[config.mk]
export PLATFORM = sky130hd
export DESIGN_NAME = sim_phase_ctrl
export DESIGN_NICKNAME = d
export VERILOG_FILES = /design/src/rtl/sim_phase_ctrl_pkg.sv /design/src/rtl/sim_phase_ctrl_obj.sv /design/src/rtl/sim_phase_ctrl.sv
export SDC_FILE = /design/constraint.sdc
export NUM_CORES = 1
export LEC_CHECK = 0
export ABC_AREA = 0
export CORE_ASPECT_RATIO = 1.75
export CORE_MARGIN = 8
export CORE_UTILIZATION = 50
export CTS_CLUSTER_SIZE = 14
export DETAILED_ROUTE_END_ITERATION = 7
export PLACE_DENSITY = 0.82
export SYNTH_ARGS = -nofsm -noshare
export SYNTH_HDL_FRONTEND = slang
export SYNTH_HIERARCHICAL = 1
export SYNTH_SLANG_ARGS = --single-unit
export TNS_END_PERCENT = 30
[constraint.sdc]
create_clock -name sim_phase_ctrl_clk_ip -period 7.9 [get_ports sim_phase_ctrl_clk_ip]
set_clock_uncertainty 0.15 [all_clocks]
set_input_delay 1.58 -clock sim_phase_ctrl_clk_ip [delete_from_list [all_inputs] [get_ports sim_phase_ctrl_clk_ip]]
set_output_delay 1.58 -clock sim_phase_ctrl_clk_ip [all_outputs]
set_load 0.05 [all_outputs]
[src/rtl/sim_phase_ctrl_pkg.sv]
// sim_phase_ctrl_pkg: shared phase type and widths
// for the run-phase sequencer.
package sim_phase_ctrl_pkg;

   localparam int PHASE_W = 3;

   typedef enum logic [PHASE_W-1:0] {
      PH_IDLE    = 3'd0,
      PH_DUV_RST = 3'd1,
      PH_RUN     = 3'd2,
      PH_DRAIN   = 3'd3,
      PH_DONE    = 3'd4
   } phase_e;

endpackage

[src/rtl/sim_phase_ctrl_obj.sv]
// sim_phase_ctrl_obj: per-requester objection bank
// with raise/drop protocol checking.
module sim_phase_ctrl_obj #(
   parameter int NUM_REQ = 4
) (
   input  logic               clk_ip,
   input  logic               clear_ip,
   input  logic               enable_ip,
   input  logic [NUM_REQ-1:0] raise_ip,
   input  logic [NUM_REQ-1:0] drop_ip,
   output logic [NUM_REQ-1:0] objections_op,
   output logic               any_held_op,
   output logic               next_all_clear_op,
   output logic               acc_raise_op,
   output logic               error_op
);

   logic [NUM_REQ-1:0] obj_q;
   logic [NUM_REQ-1:0] obj_d;

   // Protocol check always; the bank only moves when enabled.
   always_comb begin
      obj_d        = obj_q;
      acc_raise_op = 1'b0;
      error_op     = 1'b0;
      for (int i = 0; i < NUM_REQ; i++) begin
         if (raise_ip[i] && drop_ip[i]) begin
            error_op = 1'b1;
         end else if (raise_ip[i]) begin
            if (obj_q[i]) begin
               error_op = 1'b1;
            end else if (enable_ip) begin
               obj_d[i]     = 1'b1;
               acc_raise_op = 1'b1;
            end
         end else if (drop_ip[i]) begin
            if (!obj_q[i]) begin
               error_op = 1'b1;
            end else if (enable_ip) begin
               obj_d[i] = 1'b0;
            end
         end
      end
   end

   // Objection register, cleared with the block reset.
   always_ff @(posedge clk_ip) begin
      if (clear_ip) begin
         obj_q <= '0;
      end else begin
         obj_q <= obj_d;
      end
   end

   assign objections_op     = obj_q;
   assign any_held_op       = |obj_q;
   assign next_all_clear_op = (obj_d == '0);

endmodule

[src/rtl/sim_phase_ctrl.sv]
// sim_phase_ctrl: DUV reset window, objection run phase,
// drain window and watchdog for the simulation top.
module sim_phase_ctrl
   import sim_phase_ctrl_pkg::*;
#(
   parameter int NUM_REQ      = 4,
   parameter int CYC_W        = 32,
   parameter int RST_CYCLES   = 5,
   parameter int DRAIN_CYCLES = 16
) (
   input  logic               sim_phase_ctrl_clk_ip,
   input  logic               sim_phase_ctrl_rst_ip,
   input  logic               sim_phase_ctrl_start_ip,
   input  logic [NUM_REQ-1:0] sim_phase_ctrl_raise_ip,
   input  logic [NUM_REQ-1:0] sim_phase_ctrl_drop_ip,
   input  logic [CYC_W-1:0]   sim_phase_ctrl_timeout_ip,
   output logic               sim_phase_ctrl_duv_rst_op,
   output logic [PHASE_W-1:0] sim_phase_ctrl_phase_op,
   output logic [NUM_REQ-1:0] sim_phase_ctrl_objections_op,
   output logic [CYC_W-1:0]   sim_phase_ctrl_cycles_op,
   output logic               sim_phase_ctrl_finish_op,
   output logic               sim_phase_ctrl_timeout_op,
   output logic               sim_phase_ctrl_error_op
);

   localparam int RST_W = $clog2(RST_CYCLES + 1);
   localparam int DRN_W = $clog2(DRAIN_CYCLES + 1);

   phase_e             phase_q;
   phase_e             phase_d;
   logic [RST_W-1:0]   rst_cnt_q;
   logic [RST_W-1:0]   rst_cnt_d;
   logic [DRN_W-1:0]   drn_cnt_q;
   logic [DRN_W-1:0]   drn_cnt_d;
   logic [CYC_W-1:0]   cycles_q;
   logic               duv_rst_q;
   logic               finish_q;
   logic               ever_q;
   logic               tmo_q;
   logic               err_q;
   logic               wd_fire;
   logic               wd_hit;
   logic               in_run;
   logic               pre_run;
   logic               err_now;
   logic               any_held;
   logic               next_clear;
   logic               acc_raise;
   logic               obj_err;

   assign in_run  = (phase_q == PH_RUN) || (phase_q == PH_DRAIN);
   assign pre_run = (phase_q == PH_IDLE) || (phase_q == PH_DUV_RST);
   assign wd_fire = (sim_phase_ctrl_timeout_ip != '0) &&
                    (cycles_q == sim_phase_ctrl_timeout_ip);
   assign err_now = pre_run ?
                    |(sim_phase_ctrl_raise_ip | sim_phase_ctrl_drop_ip) :
                    obj_err;

   sim_phase_ctrl_obj #(
      .NUM_REQ (NUM_REQ)
   ) u_obj (
      .clk_ip            (sim_phase_ctrl_clk_ip),
      .clear_ip          (sim_phase_ctrl_rst_ip),
      .enable_ip         (in_run),
      .raise_ip          (sim_phase_ctrl_raise_ip),
      .drop_ip           (sim_phase_ctrl_drop_ip),
      .objections_op     (sim_phase_ctrl_objections_op),
      .any_held_op       (any_held),
      .next_all_clear_op (next_clear),
      .acc_raise_op      (acc_raise),
      .error_op          (obj_err)
   );

   // Next phase and window counters; watchdog wins ties.
   always_comb begin
      phase_d   = phase_q;
      rst_cnt_d = rst_cnt_q;
      drn_cnt_d = drn_cnt_q;
      wd_hit    = 1'b0;
      unique case (phase_q)
         PH_IDLE: begin
            if (sim_phase_ctrl_start_ip) begin
               phase_d   = PH_DUV_RST;
               rst_cnt_d = RST_W'(RST_CYCLES - 1);
            end
         end
         PH_DUV_RST: begin
            if (rst_cnt_q == '0) begin
               phase_d = PH_RUN;
            end else begin
               rst_cnt_d = rst_cnt_q - 1'b1;
            end
         end
         PH_RUN: begin
            if (wd_fire) begin
               phase_d = PH_DONE;
               wd_hit  = 1'b1;
            end else if (ever_q && next_clear) begin
               phase_d   = PH_DRAIN;
               drn_cnt_d = DRN_W'(DRAIN_CYCLES - 1);
            end
         end
         PH_DRAIN: begin
            if (wd_fire) begin
               phase_d = PH_DONE;
               wd_hit  = 1'b1;
            end else if (acc_raise || any_held) begin
               phase_d = PH_RUN;
            end else if (drn_cnt_q == '0) begin
               phase_d = PH_DONE;
            end else begin
               drn_cnt_d = drn_cnt_q - 1'b1;
            end
         end
         PH_DONE: begin
            phase_d = PH_DONE;
         end
         default: begin
            phase_d = PH_IDLE;
         end
      endcase
   end

   // Phase, counters, registered outputs and sticky flags.
   always_ff @(posedge sim_phase_ctrl_clk_ip) begin
      if (sim_phase_ctrl_rst_ip) begin
         phase_q   <= PH_IDLE;
         rst_cnt_q <= '0;
         drn_cnt_q <= '0;
         cycles_q  <= '0;
         duv_rst_q <= 1'b1;
         finish_q  <= 1'b0;
         ever_q    <= 1'b0;
         tmo_q     <= 1'b0;
         err_q     <= 1'b0;
      end else begin
         phase_q   <= phase_d;
         rst_cnt_q <= rst_cnt_d;
         drn_cnt_q <= drn_cnt_d;
         duv_rst_q <= (phase_d == PH_IDLE) ||
                      (phase_d == PH_DUV_RST);
         finish_q  <= (phase_d == PH_DONE);
         if (phase_q == PH_DUV_RST) begin
            cycles_q <= '0;
         end else if (in_run && (cycles_q != '1)) begin
            cycles_q <= cycles_q + CYC_W'(1);
         end
         ever_q <= ever_q | acc_raise;
         tmo_q  <= tmo_q | wd_hit;
         err_q  <= err_q | err_now;
      end
   end

   assign sim_phase_ctrl_phase_op   = phase_q;
   assign sim_phase_ctrl_duv_rst_op = duv_rst_q;
   assign sim_phase_ctrl_cycles_op  = cycles_q;
   assign sim_phase_ctrl_finish_op  = finish_q;
   assign sim_phase_ctrl_timeout_op = tmo_q;
   assign sim_phase_ctrl_error_op   = err_q;

endmodule
==> impl_metrics.tcl <==
set metrics [dict create \
    place.gp.congestion 0.9069 \
    numCtsBuffers 5 \
    grt.overflow.total 0 \
    wl_per_cell_um 17.97 \
    drt-vias-per-instance 5.796 \
    cap_violations 0 \
    htree_levels 2 \
    clk_latency_ns 0.32 \
    vdd_drop_max_mv 0.1265 \
    synth_edf_count 0 \
    cts_tree "done" \
    startpoint_type "input pin" \
    ys_seq_area_frac 0.3289 \
    slew_violations 0 \
    yosysTopAreaCell "dfxtp_1" \
    holdCritPathClass "flop to flop" \
    grt_pass1_wl_um 15810 \
    vias 3118 \
    core_area_um2 6181 \
    grt_pass1_vias 3259 \
    power_mw 0.6291 \
    crit_path_max_fanout 32 \
    hold_path_depth 2 \
    die_h_um 121.3 \
    r2r-end "drn_cnt_q[3]" \
    holdBufCountCts 0 \
    hpwl_um 7552 \
    cp_data_arrival_time_ns 3.80 \
    synth.area.top_cells "dfxtp_1 (33%), xor2_1 (13%), nor2_1 (5.9%)" \
    mostFrequentLayoutCells "clkdlybuf4s50_1 (85), dfxtp_1 (52), nor2_1 (50), xor2_1 (46), nand2_1 (25)" \
    max-slew-margin-rel 0.2523 \
    timing.final.crit_share 0.4718 \
    num_antenna_cells 0 \
    setup_viol 0 \
    hold_viol 0 \
    area_delta_synth_final_pct 31.30 \
    fin_crit_ns 3.727 \
    synth_flop_cell "dfxtp_1" \
    synth_fp_nets 423 \
    first_iter_violations 182 \
    start_util 0.5121 \
    p_leak_nw 1.560 \
    die_w_um 76.15 \
    clock_sinks 52 \
    end_kind "flop" \
    ys_ff_latch 52 \
    syn_area_per_cell_um2 8.441 \
    grt_max_degree 33 \
    rsz0062_at_grt "no" \
    rows 38 \
    cts-resized-gates 0 \
    path_clk_slew_ns 0.10 \
    clock.fmax_mhz 268.3 \
    synth_top_area_share 0.3289 \
    r2r_cells 10 \
    worst_pin_slew_ns 1.119 \
    pin_count 86 \
    cts_root_buf "clkbuf_8" \
    die_area_um2 9233 \
    layout_commonest_cell "clkdlybuf4s50_1" \
    outcome "completed" \
    placed_cells 530 \
    first_pass_iters 4 \
    holdWs_ns 0.3408 \
    final_nets 505 \
    ys.warnings.count 6 \
    min_to "sim_phase_ctrl_error_op" \
    syn_inst 375 \
    grt_usage 0.2073 \
    ant_nets 0 \
    drt-total-wl_um 9666 \
    drc_errors 0 \
    antenna_found_initial 0 \
    final_layout_size_suffix_gt1_frac 0.06114 \
    hold_path_startpoint "sim_phase_ctrl_error_op" \
    r2r-start "sim_phase_ctrl_phase_op[1]" \
    power.density_nw_per_um2 151.4 \
    port_buffers 85 \
    r2r_setup_slack_ns 4.64 \
    crit_type "input pin to flop" \
    fin_setup_tns_ns 0 \
    clockBufferDepth 2 \
    syn_area_um2 3166 \
    stdcell_count 538 \
    postCtsSetupBuffers 0 \
    required_ns 7.98 \
    async_reset_ff_frac 0 \
    synthDistinctLibCells 57 \
]
## cells by family after synthesis
kind of cell	after synthesis	share of synthesized area
DFF	52	0.3289
buffers and inverters	20	0.02846
and+or+nand+nor	186	0.3518
xor gates and xnor gates	58	0.1605
AOI/OAI and AO/OA	50	0.09803
adders and majority gates	5	0.01976
muxes	4	0.01265
## layout make-up
cell class | count | area (um^2)
Sequential cell | 52 | 1041
Timing Repair Buffer | 85 | 850.8
Fill cell | 515 | 2024
Inverter | 10 | 37.54
Multi-Input combinational cell | 303 | 2034
Clock inverter | 2 | 10.01
Clock buffer | 6 | 82.58
Tap cell | 80 | 100.1
## through the flow
stage	cell area, um^2	util	setup WS, ns
3_3_place_gp	4064	0.6575	3.932
2_1_floorplan	3166	-	4.685
6_report	4156	0.6725	4.173
3_5_place_dp	4064	0.6575	3.840
5_1_grt	4156	0.6725	3.971
4_1_cts	4156	0.6725	4.184
## critical path: stages
cell             delay, ns
clkdlybuf4s50_1       0.85
inv_1                 0.23
nand2_1               0.87
and2b_1               0.27
## synth_stat cells, types with 3 or more instances
cell type / count
dfxtp_1: 52
nor2_1: 50
xor2_1: 46
nand2_1: 25
nor4_1: 22
a21oi_1: 18
nand4_1: 14
xnor2_1: 12
nand3_1: 10
o21ai_0: 10
inv_1: 9
and3_1: 8
nor3_1: 8
clkbuf_1: 6
nor2b_1: 6
or3_1: 6
ha_1: 5
o21ai_1: 5
mux2i_1: 4
nand3b_1: 4
and2_1: 3
nand4_4: 3
nand4b_1: 3
## power by group
part	switching [mW]	internal, mW	total (mW)
clock network	0.0916	0.0701	0.162
registers	0.0186	0.275	0.293
logic	0.105	0.0695	0.174
total	0.215	0.414	0.629
## routing by layer
metal	wire, um	global-route usage
met1	3722	0.2058
met2	5139	0.3893
met3	441	0.04154
met4	363	0.1174
met5	0	0
## registers in the layout, summed over array words and instances, names as in the netlist
name	cells
sim_phase_ctrl_finish_op	1
ever_q	1
sim_phase_ctrl_error_op	1
u_obj/objections_op	4
sim_phase_ctrl_timeout_op	1
sim_phase_ctrl_phase_op	3
rst_cnt_q	3
sim_phase_ctrl_cycles_op	32
drn_cnt_q	5
sim_phase_ctrl_duv_rst_op	1
## how the worst max path moves through the flow
| stage | startpoint | end |
|---|---|---|
| 2_1_floorplan | sim_phase_ctrl_timeout_ip[25] | drn_cnt_q[2] |
| 3_3_place_gp | sim_phase_ctrl_timeout_ip[17] | drn_cnt_q[2] |
| 3_5_place_dp | sim_phase_ctrl_rst_ip | sim_phase_ctrl_cycles_op[21] |
| 4_1_cts | sim_phase_ctrl_rst_ip | sim_phase_ctrl_cycles_op[21] |
| 5_1_grt | sim_phase_ctrl_rst_ip | sim_phase_ctrl_cycles_op[21] |
| 6_report | sim_phase_ctrl_rst_ip | sim_phase_ctrl_cycles_op[21] |
Power figures use the tool's default switching activity.
